### src/rtl/matrix_mac_sequencer_pkg.sv
// matrix_mac_sequencer_pkg: state encoding and default lane/width constants shared by the sequencer
package matrix_mac_sequencer_pkg;

    localparam int DEF_IN_PORTS  = 4;
    localparam int DEF_OUT_PORTS = 4;
    localparam int DEF_BIT_LEN   = 32;
    localparam int DEF_CNT_W     = 16;
    localparam int DEF_WD_LIMIT  = 255;

    typedef enum logic [2:0] {
        IDLE  = 3'd0,
        START = 3'd1,
        WAIT  = 3'd2,
        ACCUM = 3'd3,
        DONE  = 3'd4
    } state_t;

endpackage

### src/rtl/matrix_mac_sequencer_if.sv
// matrix_mac_sequencer_if: operand beat handshake plus multiplier/adder control bundle
interface matrix_mac_sequencer_if import matrix_mac_sequencer_pkg::*; #(
    parameter int IN_PORTS  = DEF_IN_PORTS,
    parameter int OUT_PORTS = DEF_OUT_PORTS,
    parameter int BIT_LEN   = DEF_BIT_LEN,
    parameter int CNT_W     = DEF_CNT_W
) ();

    logic                        op_valid;
    logic                        op_ready;
    logic [IN_PORTS*BIT_LEN-1:0] op_a;
    logic [IN_PORTS*BIT_LEN-1:0] op_b;
    logic                        op_last;
    logic [OUT_PORTS-1:0]        add_mask;
    logic [IN_PORTS*BIT_LEN-1:0] multiplier_input;
    logic [IN_PORTS*BIT_LEN-1:0] multiplicand_input;
    logic [IN_PORTS-1:0]         mStart;
    logic [IN_PORTS-1:0]         mReady;
    logic [OUT_PORTS-1:0]        Add;
    logic                        sum_valid;
    logic [CNT_W-1:0]            beat_count;
    logic                        err;

    modport master (
        output op_valid, op_a, op_b, op_last, add_mask, mReady,
        input  op_ready, multiplier_input, multiplicand_input, mStart, Add, sum_valid, beat_count, err
    );

    modport slave (
        input  op_valid, op_a, op_b, op_last, add_mask, mReady,
        output op_ready, multiplier_input, multiplicand_input, mStart, Add, sum_valid, beat_count, err
    );

endinterface

### src/rtl/matrix_mac_sequencer_ready_tracker.sv
// mac_ready_tracker: sticky per-lane ready collection with optional watchdog (MATRIX_MAC_SEQ_WATCHDOG_EN)
module mac_ready_tracker import matrix_mac_sequencer_pkg::*; #(
    parameter int IN_PORTS = DEF_IN_PORTS,
    parameter int WD_LIMIT = DEF_WD_LIMIT
) (
    input  logic                Clk,
    input  logic                Rst,
    input  logic                clr,
    input  logic                en,
    input  logic [IN_PORTS-1:0] m_ready,
    output logic                all_ready,
    output logic                timeout
);

    logic [IN_PORTS-1:0] rdy_s;

    assign all_ready = en && (&(rdy_s | m_ready));

    // lanes latch ready only while waiting; START clears so stale ready is discarded
    always_ff @(posedge Clk or posedge Rst)
        if (Rst)
            rdy_s <= '0;
        else if (clr)
            rdy_s <= '0;
        else if (en)
            rdy_s <= rdy_s | m_ready;

`ifdef MATRIX_MAC_SEQ_WATCHDOG_EN
    localparam int WD_W = $clog2(WD_LIMIT + 1);

    logic [WD_W-1:0] wd_cnt;

    assign timeout = en && !all_ready && (wd_cnt == WD_W'(WD_LIMIT - 1));

    // counts WAIT cycles from 0; timeout fires on the cycle the limit would be reached
    always_ff @(posedge Clk or posedge Rst)
        if (Rst)
            wd_cnt <= '0;
        else if (clr)
            wd_cnt <= '0;
        else if (en)
            wd_cnt <= wd_cnt + 1'b1;
`else
    assign timeout = WD_LIMIT < 0;
`endif

endmodule

### src/rtl/matrix_mac_sequencer.sv
// matrix_mac_sequencer: per-beat multiply/accumulate sequencing; optional watchdog via MATRIX_MAC_SEQ_WATCHDOG_EN
module matrix_mac_sequencer import matrix_mac_sequencer_pkg::*; #(
    parameter int IN_PORTS  = DEF_IN_PORTS,
    parameter int OUT_PORTS = DEF_OUT_PORTS,
    parameter int WD_LIMIT  = DEF_WD_LIMIT
) (
    input logic                   Clk,
    input logic                   Rst,
    matrix_mac_sequencer_if.slave bus
);

    state_t               state;
    logic                 last_q;
    logic                 new_grp;
    logic                 all_ready;
    logic                 timeout;
    logic [OUT_PORTS-1:0] mask_q;

    assign bus.op_ready = (state == IDLE) && !Rst;

    mac_ready_tracker #(.IN_PORTS(IN_PORTS), .WD_LIMIT(WD_LIMIT)) u_trk (
        .Clk       (Clk),
        .Rst       (Rst),
        .clr       (state == START),
        .en        (state == WAIT),
        .m_ready   (bus.mReady),
        .all_ready (all_ready),
        .timeout   (timeout)
    );

    // sequencer FSM; strobes are registered so they coincide with their state
    always_ff @(posedge Clk or posedge Rst)
        if (Rst) begin
            state                  <= IDLE;
            last_q                 <= 1'b0;
            new_grp                <= 1'b0;
            mask_q                 <= '0;
            bus.multiplier_input   <= '0;
            bus.multiplicand_input <= '0;
            bus.mStart             <= '0;
            bus.Add                <= '0;
            bus.sum_valid          <= 1'b0;
            bus.beat_count         <= '0;
            bus.err                <= 1'b0;
        end else begin
            bus.mStart    <= '0;
            bus.Add       <= '0;
            bus.sum_valid <= 1'b0;
            bus.err       <= 1'b0;
            case (state)
                IDLE:
                    if (bus.op_valid) begin
                        bus.multiplier_input   <= bus.op_a;
                        bus.multiplicand_input <= bus.op_b;
                        last_q                 <= bus.op_last;
                        mask_q                 <= bus.add_mask;
                        bus.mStart             <= '1;
                        state                  <= START;
                        if (new_grp) begin
                            bus.beat_count <= '0;
                            new_grp        <= 1'b0;
                        end
                    end
                START:
                    state <= WAIT;
                WAIT:
                    if (all_ready) begin
                        bus.Add        <= mask_q;
                        bus.beat_count <= &bus.beat_count ? bus.beat_count : bus.beat_count + 1'b1;
                        state          <= ACCUM;
                    end else if (timeout) begin
                        bus.err <= 1'b1;
                        state   <= IDLE;
                    end
                ACCUM: begin
                    bus.sum_valid <= last_q;
                    state         <= last_q ? DONE : IDLE;
                end
                DONE: begin
                    new_grp <= 1'b1;
                    state   <= IDLE;
                end
                default:
                    state <= IDLE;
            endcase
        end

endmodule
### src/flat_wrapper.sv
// flat-port wrapper written by rule: the top's interface ports become plain ports
module matrix_mac_sequencer_flat import matrix_mac_sequencer_pkg::*;
#(
    parameter int IN_PORTS  = DEF_IN_PORTS,
    parameter int OUT_PORTS = DEF_OUT_PORTS,
    parameter int WD_LIMIT  = DEF_WD_LIMIT
)
  (Clk, Rst, bus_op_valid, bus_op_a, bus_op_b, bus_op_last, bus_add_mask, bus_mReady, bus_op_ready, bus_multiplier_input, bus_multiplicand_input, bus_mStart, bus_Add, bus_sum_valid, bus_beat_count, bus_err);
  matrix_mac_sequencer_if #(.IN_PORTS(IN_PORTS), .OUT_PORTS(OUT_PORTS)) bus_i ();
  input logic Clk;
  input logic Rst;
  input wire logic [$bits(bus_i.op_valid)-1:0] bus_op_valid;
  input wire logic [$bits(bus_i.op_a)-1:0] bus_op_a;
  input wire logic [$bits(bus_i.op_b)-1:0] bus_op_b;
  input wire logic [$bits(bus_i.op_last)-1:0] bus_op_last;
  input wire logic [$bits(bus_i.add_mask)-1:0] bus_add_mask;
  input wire logic [$bits(bus_i.mReady)-1:0] bus_mReady;
  output wire logic [$bits(bus_i.op_ready)-1:0] bus_op_ready;
  output wire logic [$bits(bus_i.multiplier_input)-1:0] bus_multiplier_input;
  output wire logic [$bits(bus_i.multiplicand_input)-1:0] bus_multiplicand_input;
  output wire logic [$bits(bus_i.mStart)-1:0] bus_mStart;
  output wire logic [$bits(bus_i.Add)-1:0] bus_Add;
  output wire logic [$bits(bus_i.sum_valid)-1:0] bus_sum_valid;
  output wire logic [$bits(bus_i.beat_count)-1:0] bus_beat_count;
  output wire logic [$bits(bus_i.err)-1:0] bus_err;
  assign bus_i.op_valid = bus_op_valid;
  assign bus_i.op_a = bus_op_a;
  assign bus_i.op_b = bus_op_b;
  assign bus_i.op_last = bus_op_last;
  assign bus_i.add_mask = bus_add_mask;
  assign bus_i.mReady = bus_mReady;
  assign bus_op_ready = bus_i.op_ready;
  assign bus_multiplier_input = bus_i.multiplier_input;
  assign bus_multiplicand_input = bus_i.multiplicand_input;
  assign bus_mStart = bus_i.mStart;
  assign bus_Add = bus_i.Add;
  assign bus_sum_valid = bus_i.sum_valid;
  assign bus_beat_count = bus_i.beat_count;
  assign bus_err = bus_i.err;
  matrix_mac_sequencer #(.IN_PORTS(IN_PORTS), .OUT_PORTS(OUT_PORTS), .WD_LIMIT(WD_LIMIT)) u_core (.Clk(Clk), .Rst(Rst), .bus(bus_i));
endmodule
### config.mk
export PLATFORM = sky130hd
export DESIGN_NAME = matrix_mac_sequencer_flat
export DESIGN_NICKNAME = d
export VERILOG_FILES = /design/src/rtl/matrix_mac_sequencer_pkg.sv /design/src/rtl/matrix_mac_sequencer_if.sv /design/src/rtl/matrix_mac_sequencer_ready_tracker.sv /design/src/rtl/matrix_mac_sequencer.sv /design/src/flat_wrapper.sv
export SDC_FILE = /design/constraint.sdc
export NUM_CORES = 1
export LEC_CHECK = 0
export BUFFER_PORTS_ARGS = -buffer_cell sky130_fd_sc_hd__buf_4
export CAP_MARGIN = 20
export CORE_AREA = 2 2 216 218
export DETAILED_ROUTE_END_ITERATION = 10
export DIE_AREA = 0 0 218 220
export PLACE_DENSITY = 0.46
export SKIP_LAST_GASP = 1
export SYNTH_ARGS = -nofsm -noshare
export SYNTH_HDL_FRONTEND = slang
export SYNTH_HIERARCHICAL = 1
export SYNTH_SLANG_ARGS = --single-unit
### constraint.sdc
create_clock -name Clk -period 14.4 [get_ports Clk]
set_clock_uncertainty 0.2 [all_clocks]
set_input_delay 2.88 -clock Clk [delete_from_list [all_inputs] [get_ports Clk]]
set_output_delay 2.88 -clock Clk [all_outputs]
set_load 0.02 [all_outputs]
==> metrics.cfg, run 1 <==
[sta]
finalCritPeriodShare_pct=44.8
slew_viol_final=0
whs_ps=304
finalCriticalPeriod_ps=6460
fmax_ghz=0.155
slew_headroom_pct=32.6
rsz0062_at_grt=false
setup_viol=0
finalSetupTns_ps=0
hold_viol_final=0
worst_pin_slew_ps=1010

[setup_path]
path_delay_family=buffers and inverters
end_kind=output port
path_class=in -> out
cpMostUsedCell=buf_4
cp_slowest_cell=buf_4
required_ps=11320
r2r_setup_slack_ps=10700
path_buf_inv=2
slowest_delay_ps=190
cp.arrival_ps=3380
cp_cell_sequence=buf_4, nor4_1, buf_4
cp_max_fo=3
start_kind=input port

[routing]
ant_nets=0
vias=7960
route.detailed.drc=0
firstDrtPassIters=4
viasPerCell=4.18
drtIter0Drc=253
routedWlPerCell_um=18.7
drt_wl_total_um=35600

[pwr]
p_leak_uw=0.00808
ir_drop_uv=133
p_per_area_nw_per_um2=250

[finish]
syn_to_final_growth_pct=53.7
final_common_cell=buf_4
layout-drive-gt1-share_pct=68.3
instances_no_fill=1906
mostFrequentLayoutCells=buf_4 (554), dfrtp_1 (292), mux2_2 (261), clkbuf_16 (39)
n_antenna_cell=0
num-nets-final=1543

[die]
fp.dieH_um=220
rows=79
die_w_um=218
initial_core_util_pct=24.5
coreArea_um2=45900
dieArea_um2=48000
io_pins=551

[cts]
hold_buffers=0
post_cts_buffers=0
path_clk_slew_ps=60
cts_buffers=37
cts_tree=built
clock-root-buffer=clkbuf_16
clk_latency_ps=530
cts_sinks=292
cts_max_path_buffers=3
cts_htree_levels=2
ctsResizeCount=0

[global_route]
grt_pass1_vias=8332
gr-total-overflow=0
grt_pass1_wl_um=51500
grt_usage_pct=14.2
grt_max_degree=181
antenna_found_initial=0

[place]
dp_hpwl_um=26200
numPortBuffers=550
placedCellCount=1842
place_congestion=0.728

[synthesis]
synth_top_area_share_pct=65.1
syn-cell-area_um2=11200
syn-instance-count=719
ys_seq_area_share_pct=65.1
synth_enable_flop_cells=0
ys_ff_latch=292
async_reset_ff_share_pct=100
synth_area_leader_cell=dfrtp_1
synth.distinct_cells=46
synth_area_leaders=dfrtp_1 (65%), mux2_2 (26%), buf_2 (1.0%)
synth_fp_nets=988
avgSynthCellArea_um2=15.6
synth-main-ff-cell=dfrtp_1
yosys_warnings=6

[status]
outcome=finished, final reports clean

[run]
maxCapViolations=0

[worst_hold_path]
hp-class=reg -> reg

## final cells by class
type | instances | area [µm²]
inverter | 9 | 41.3
clock buffer | 50 | 1110
clock inverter | 14 | 181
fill | 4495 | 28600
sequential | 292 | 7310
timing repair buffer | 555 | 4180
tap | 607 | 759
multi-input combinational | 379 | 3660
## metal layers
metal,share of wire (%),global-route usage [%]
met2,48,23.5
met1,38,16.0
met3,12,6.87
met5,0,0
met4,1.7,4.40
## sequential cells by signal (all words and copies together) (netlist names)
signal                         cells
u_core/bus.Add                     4
u_core/bus.beat_count             16
u_core/bus.err                     1
u_core/bus.mStart                  1
u_core/bus.multiplicand_input    128
u_core/bus.multiplier_input      128
u_core/bus.sum_valid               1
u_core/last_q                      1
u_core/mask_q                      4
u_core/new_grp                     1
u_core/state                       3
u_core/u_trk/rdy_s                 4
## stage by stage
step	instance area [µm²]	setup slack, ps	util [%]	total power (µW)
floorplan	11200	3370	-	2500
global route	17200	7910	37.6	4560
CTS	17200	7930	37.6	4400
finish	17200	7940	37.6	4310
global placement	16000	7890	34.8	3380
detailed placement	16000	7930	34.8	3390
## kinds of logic after synthesis
kind of cell / count (synthesis) / share of synthesized area (%)
simple gates: 74 / 3.70
compound gates: 41 / 2.50
fa+ha+maj: 1 / 0.112
other cells: 1 / 0.0334
buf+inv: 48 / 2.23
flops: 292 / 65.1
mux: 262 / 26.3
## power by group
group / total [µW] / switching [µW] / internal, µW / leakage, µW
clock network: 968 / 359 / 609 / 0.000633
logic: 1900 / 976 / 920 / 0.00399
registers: 1450 / 227 / 1220 / 0.00345
total: 4310 / 1560 / 2750 / 0.00808
## cells in the mapped netlist, types with 4 or more instances
library cell and n:
buf_4 11, nand3_1 4, or4_1 4, mux2_2 261, o211ai_1 4, buf_2 23, clkbuf_1 5, nor3_1 5
nand2_1 15, nor2_1 15, a21oi_1 8, inv_1 8, nand4_1 5, nor4_1 5, o21ai_0 9, dfrtp_1 292
and3_1 6
## worst register-to-register path: stages, from the launching register on
cell and delay, ps:
dfrtp_1 520, nor2_1 160, nand2_1 120, clkinv_1 400, o21ai_1 150, nor3_2 540, nand4bb_1 700, or4_1 720
o211ai_1 100
## worst paths after layout
kind | start | to | cells past startpoint
max in group asynchronous | Rst | u_core/bus.multiplicand_input[100]$_DFFE_PP0P_ | 4
min | u_core/mask_q[2]$_DFFE_PP0P_ | u_core/mask_q[2]$_DFFE_PP0P_ | 1
min reg2reg | u_core/mask_q[2]$_DFFE_PP0P_ | u_core/mask_q[2]$_DFFE_PP0P_ | 1
max reg2reg | u_core/state[0]$_DFFE_PP0P_ | u_core/bus.beat_count[15]$_DFFE_PP0P_ | 8
max | Rst | bus_op_ready | 3
min in group asynchronous | Rst | u_core/u_trk/rdy_s[3]$_DFFE_PP0P_ | 2
(Power assumes the default switching activity.)
==> inputs of run 2 (changes only) <==
CORE_AREA = 2 2 217 219   (was 2 2 216 218)
DIE_AREA = 0 0 219 221   (was 0 0 218 220)
PLACE_DENSITY = 0.48   (was 0.46)
clock period = 5.7 ns   (was 14.4 ns; I/O delays follow)
==> run 2 against run 1 <==
Via count rose by 1.2%. First-iteration DRC count is 54% higher. Count of clock-buffer cells in the layout up 7. Power increased to 2.5 times the previous value. Non-clock buffer count up 1. Critical path type is now reg -> reg.
==> metrics.cfg, run 2 (synthesized netlist as in run 1, its figures left out) <==
[routing]
viasPerCell=4.22  ; +1.0%
routedWlPerCell_um=18.3  ; -1.7%
vias=8057  ; +1.2%
ant_nets=0  ; unchanged
route.detailed.drc=0  ; unchanged
firstDrtPassIters=4  ; unchanged
drt_wl_total_um=35000  ; -1.5%
drtIter0Drc=389  ; +54%

[finish]
final_util_pct=37.5  ; -0.10 points
final_common_cell=buf_4
n_antenna_cell=0  ; unchanged
layout-drive-gt1-share_pct=67.9  ; -0.36 points
mostFrequentLayoutCells=buf_4 (552), dfrtp_1 (292), mux2_2 (261), clkbuf_16 (39)
num-nets-final=1544  ; +0.065%
syn_to_final_growth_pct=53.9
instances_no_fill=1910  ; +0.21%
largestRegisters=u_core/bus.multiplicand_input: 128 flops, u_core/bus.multiplier_input: 128 flops, u_core/bus.beat_count: 16 flops

[cts]
cts_sinks=292  ; unchanged
cts_max_path_buffers=3  ; unchanged
hold_buffers=0  ; unchanged
cts_buffers=37  ; unchanged
cts_tree=built
post_cts_buffers=0  ; unchanged
clk_latency_ps=530  ; about the same
path_clk_slew_ps=60  ; about the same
cts_htree_levels=2  ; unchanged
clock-root-buffer=clkbuf_16
ctsResizeCount=0  ; unchanged

[global_route]
antenna_found_initial=0  ; unchanged
grt.busiest_layer=met2
grtUsageMet1_pct=16.0  ; +0.017 points
grt_use_met2_pct=23.5  ; +0.038 points
grt_usage_pct=14.2  ; +0.047 points
grt_pass1_wl_um=53000  ; +2.9%
gr-total-overflow=0  ; unchanged
met3_usage_pct=6.30  ; -0.58 points
grt_max_degree=152  ; -16%
grt_pass1_vias=8702  ; +4.4%

[worst_hold_path]
hp-class=reg -> reg

[die]
coreArea_um2=46100  ; +0.43%
dieArea_um2=48400  ; +0.92%
initial_core_util_pct=24.4  ; -0.10 points
die_w_um=219  ; +0.46%
io_pins=551  ; unchanged
rows=79  ; unchanged
fp.dieH_um=221  ; +0.45%

[pwr]
pwr-share-seq_pct=33.6  ; about the same
p_leak_uw=0.00808  ; +0.10%
p_comb_share_pct=44.1  ; about the same
p_clk_share_pct=22.3  ; -0.2 points
p_int_uw=6940  ; +150%
power_switching_share_pct=36.3  ; +0.13 points
ir_drop_uv=355  ; +170%
p_sw_uw=3960  ; +150%
p_per_area_nw_per_um2=631  ; +150%

[sta]
setup_viol=0  ; unchanged
rsz0062_at_grt=false
finalCritPeriodShare_pct=59.2
hold_viol_final=0  ; unchanged
slew_headroom_pct=37.4  ; +4.9 points
worst_pin_slew_ps=939  ; -73.0 ps
finalCriticalPeriod_ps=3370
finalSetupTns_ps=0  ; unchanged
slew_viol_final=0  ; unchanged
fmax_ghz=0.296
fin_ws_ps=2330  ; -5620 ps

[setup_path]
path_class=reg -> reg
cp_max_fo=23  ; +20
required_ps=5950  ; -5370 ps
cp.arrival_ps=3620  ; +240 ps
end_kind=flip-flop
start_kind=flip-flop

[status]
outcome=finished, final reports clean

[place]
dp_hpwl_um=25400  ; -2.8%
placedCellCount=1843  ; +0.054%
numPortBuffers=550  ; unchanged
place_congestion=0.791  ; +8.6%
place_ws_ps=2210  ; -5710 ps

[run]
maxCapViolations=0  ; unchanged

-- run 2: cell types whose count changed in the layout (fill, tap and decap cells not counted) --
cell,previous run,this run
clkinvlp_4,3,2
clkbuf_1,2,8
buf_12,1,4
buf_4,554,552
clkbuf_8,9,10
bufinv_16,4,3
clkinv_2,6,5
inv_8,1,0
-- run 2: area by class of cell --
type | count | area [µm²]
clock buffer | 57 | 1140
clock inverter | 10 | 131
fill | 4520 | 28800
inverter | 9 | 37.5
multi-input combinational | 379 | 3660
sequential | 292 | 7310
tap | 607 | 759
timing repair buffer | 556 | 4220
-- run 2: worst max-delay path, cell delays in order (launching register included) --
cell and delay, ps:
dfrtp_1 480, nor2_1 140, nand2_1 110, clkinv_1 390, o21ai_1 150, nor3_2 400
nand4bb_1 610, or4_1 690, o211ai_1 100
-- run 2: routing by layer --
layer | wire (µm) | vias to the layer above | share of wire, %
met5 | 0 | - | 0
met4 | 1020 | 0 | 2.9
met3 | 4140 | 49 | 12
met2 | 16600 | 391 | 47
met1 | 13300 | 3933 | 38
li1 | - | 3684 | -
-- run 2: final timing paths --
check | from | slack [ps] | endpoint | cells past startpoint
setup / recovery | u_core/state[0]$_DFFE_PP0P_ | 2330 | u_core/bus.beat_count[15]$_DFFE_PP0P_ | 8
max in group asynchronous | Rst | 3880 | u_core/bus.multiplicand_input[107]$_DFFE_PP0P_ | 3
hold reg to reg | u_core/mask_q[2]$_DFFE_PP0P_ | 300 | u_core/mask_q[2]$_DFFE_PP0P_ | 1
setup reg to reg | u_core/state[0]$_DFFE_PP0P_ | 2330 | u_core/bus.beat_count[15]$_DFFE_PP0P_ | 8
min in group asynchronous | Rst | 320 | u_core/u_trk/rdy_s[3]$_DFFE_PP0P_ | 2
hold / removal | u_core/mask_q[2]$_DFFE_PP0P_ | 300 | u_core/mask_q[2]$_DFFE_PP0P_ | 1
-- run 2: power groups by stage --
stage	logic, µW	registers, µW	clock network, µW
finish	4810	3660	2430
global route	5110	3810	2620
CTS	4900	3680	2530
detailed placement	4900	3690	0
global placement	4890	3670	0
floorplan	1500	4820	0
-- run 2: through the flow --
step	total power (µW)	area [µm²]	hold slack, ps
after CTS	11100	17300	269
after detailed placement	8600	16000	288
after global placement	8560	16000	285
after floorplan	6330	11200	263
final	10900	17300	296
after global routing	11500	17300	296
==> inputs of run 3 (changes only) <==
clock period = 2.95 ns   (was 5.7 ns; I/O delays follow)
==> run 3 against run 2 <==
Worst hold slack got worse by 210 ps. Clock power rose by 91%. First-iteration DRC count fell by 39%. Final area rose by 1.3%. Flip-flop and latch count did not move. Global-route usage rose by 0.13 points. Combinational power rose by 95%. Non-clock buffer count rose by 26. Critical path type is now in -> out.
==> metrics.cfg, run 3 (synthesized netlist as in run 1, its figures left out) <==
[place]
place_ws_ps=505  ; -1710 ps
place_congestion=0.754  ; -4.7%
numPortBuffers=550  ; unchanged
dp_hpwl_um=27200  ; +7.1%
place_area_um2=16200  ; +1.6%

[setup_path]
r2r_start=u_core/state[0]$_DFFE_PP0P_
required_ps=2160  ; -3790 ps
end_kind=output port
cp_cell_sequence=dlygate4sd3_1, buf_4, nor4_1, buf_4
slowest_delay_ps=540  ; -150 ps
reg2reg_to=u_core/bus.beat_count[14]$_DFFE_PP0P_
cp.arrival_ps=1850  ; -1770 ps
path_class=in -> out
crit_path_start=Rst
start_kind=input port
r2r_cells=8  ; unchanged
cp_slowest_cell=dlygate4sd3_1
path_buf_inv=3  ; +2
critical_path_depth=4  ; -4
cpMostUsedCell=buf_4
path_delay_family=buffers and inverters
cp_max_fo=3  ; -87%
r2r_setup_slack_ps=520  ; -1810 ps

[status]
outcome=finished, final reports clean

[sta]
worst_pin_slew_ps=764  ; -175 ps
finalCritPeriodShare_pct=89.3
slew_headroom_pct=49.0  ; +12 points
setup_viol=0  ; unchanged
rsz0062_at_grt=false
fmax_ghz=0.379
fin_ws_ps=315  ; -2010 ps
finalCriticalPeriod_ps=2640
hold_viol_final=0  ; unchanged
slew_viol_final=0  ; unchanged

[die]
fp.dieH_um=221  ; unchanged
io_pins=551  ; unchanged
initial_core_util_pct=24.4  ; unchanged
dieArea_um2=48400  ; unchanged
rows=79  ; unchanged
coreArea_um2=46100  ; unchanged
die_w_um=219  ; unchanged

[cts]
cts_tree=built
cts_htree_levels=2  ; unchanged
clk_latency_ps=520  ; about the same
path_clk_slew_ps=60  ; about the same
cts_max_path_buffers=3  ; unchanged
cts_sinks=292  ; unchanged
ctsResizeCount=0  ; unchanged
cts_buffers=36  ; -2.7%
post_cts_buffers=0  ; unchanged
clock-root-buffer=clkbuf_16

[global_route]
antenna_found_initial=1  ; +1
gr-total-overflow=0  ; unchanged
grt_usage_pct=14.3  ; +0.13 points
grt_max_degree=55  ; -64%
grt_pass1_vias=8756  ; +0.62%
grt_pass1_wl_um=53000  ; about the same

[routing]
vias=8209  ; +1.9%
firstDrtPassIters=4  ; unchanged
ant_nets=0  ; unchanged
route.detailed.drc=0  ; unchanged
routedWlPerCell_um=18.5  ; +0.86%
viasPerCell=4.25  ; +0.67%
drt_wl_total_um=35800  ; +2.1%
drtIter0Drc=238  ; -39%

[worst_hold_path]
hold_depth=2  ; +1
hold_path_end=u_core/bus.multiplier_input[42]$_DFFE_PP0P_
hp-class=in -> reg
min_from=bus_op_a[42]

[finish]
num-nets-final=1569  ; +1.6%
syn_to_final_growth_pct=56.0
largestRegisters=u_core/bus.multiplicand_input: 128 flops, u_core/bus.multiplier_input: 128 flops, u_core/bus.beat_count: 16 flops
fill_cells=4499  ; -0.46%
mostFrequentLayoutCells=buf_4 (572), dfrtp_1 (292), mux2_2 (261), clkbuf_16 (37)
layout-drive-gt1-share_pct=68.5  ; +0.53 points
final_common_cell=buf_4
postLayoutCellArea_um2=17500  ; +1.3%

[pwr]
pwr-share-seq_pct=33.6  ; about the same
p_comb_share_pct=44.4  ; +0.3 points
p_clk_share_pct=22.0  ; -0.3 points
p_leak_uw=0.00822  ; +1.7%
p_sw_uw=7650  ; +93%
p_int_uw=13500  ; +94%
ir_drop_uv=681  ; +92%
p_per_area_nw_per_um2=1210  ; +91%
power_switching_share_pct=36.2  ; -0.13 points

[run]
maxCapViolations=0  ; unchanged

[run 3: cell type report]
class | count | area (µm²) | area share (%)
clock inverters | 12 | 193 | 1.10
diodes | 1 | 2.50 | 0.0143
well taps | 607 | 759 | 4.34
repair buffers | 582 | 4480 | 25.6
inverters | 9 | 37.5 | 0.215
clock buffers | 51 | 1050 | 5.99
multi-input cells | 379 | 3660 | 20.9
flip-flops and latches | 292 | 7310 | 41.8
[run 3: how the worst max path moves through the flow]
stage                                                        to
after global placement     u_core/bus.beat_count[7]$_DFFE_PP0P_
after detailed placement  u_core/bus.beat_count[15]$_DFFE_PP0P_
after floorplan                     u_core/bus.Add[0]$_DFF_PP0_
after global routing      u_core/bus.beat_count[15]$_DFFE_PP0P_
after CTS                                          bus_op_ready
final                                              bus_op_ready
[run 3: power groups by stage]
stage | logic (µW) | clock network (µW) | registers (µW)
floorplan | 2910 | 0 | 9320
global placement | 9530 | 0 | 7120
detailed placement | 9570 | 0 | 7170
CTS | 9570 | 4830 | 7140
global route | 9980 | 5000 | 7390
finish | 9390 | 4640 | 7110
[run 3: metal layers]
metal | vias up | part of all wire, % | track usage, % | routed length, µm
met2 | 394 | 48 | 24.0 | 17100
met5 | - | 0 | 0 | 0
met4 | 0 | 2.7 | 4.84 | 960
met3 | 55 | 11 | 6.10 | 4010
li1 | 3744 | - | - | -
met1 | 4016 | 38 | 16.4 | 13700
[run 3: per-stage QoR]
stage / util (%) / TNS, ps / hold slack [ps] / instances / total power, µW
after floorplan: - / -477850 / 156 / 719 / 12200
after global placement: 35.3 / 0 / 283 / 1868 / 16700
after detailed placement: 35.3 / 0 / 289 / 1868 / 16700
after CTS: 38.0 / 0 / 39.0 / 1932 / 21500
after global routing: 38.0 / 0 / 52.1 / 1933 / 22400
final: 38.0 / 0 / 86.4 / 1933 / 21100
[run 3: repair_timing]
| item | CTS | global route |
|---|---|---|
| endpoints found under the hold margin | 4 | 0 |
| setup endpoints to repair | 0 | 0 |
| hold buffers | 1 | 0 |
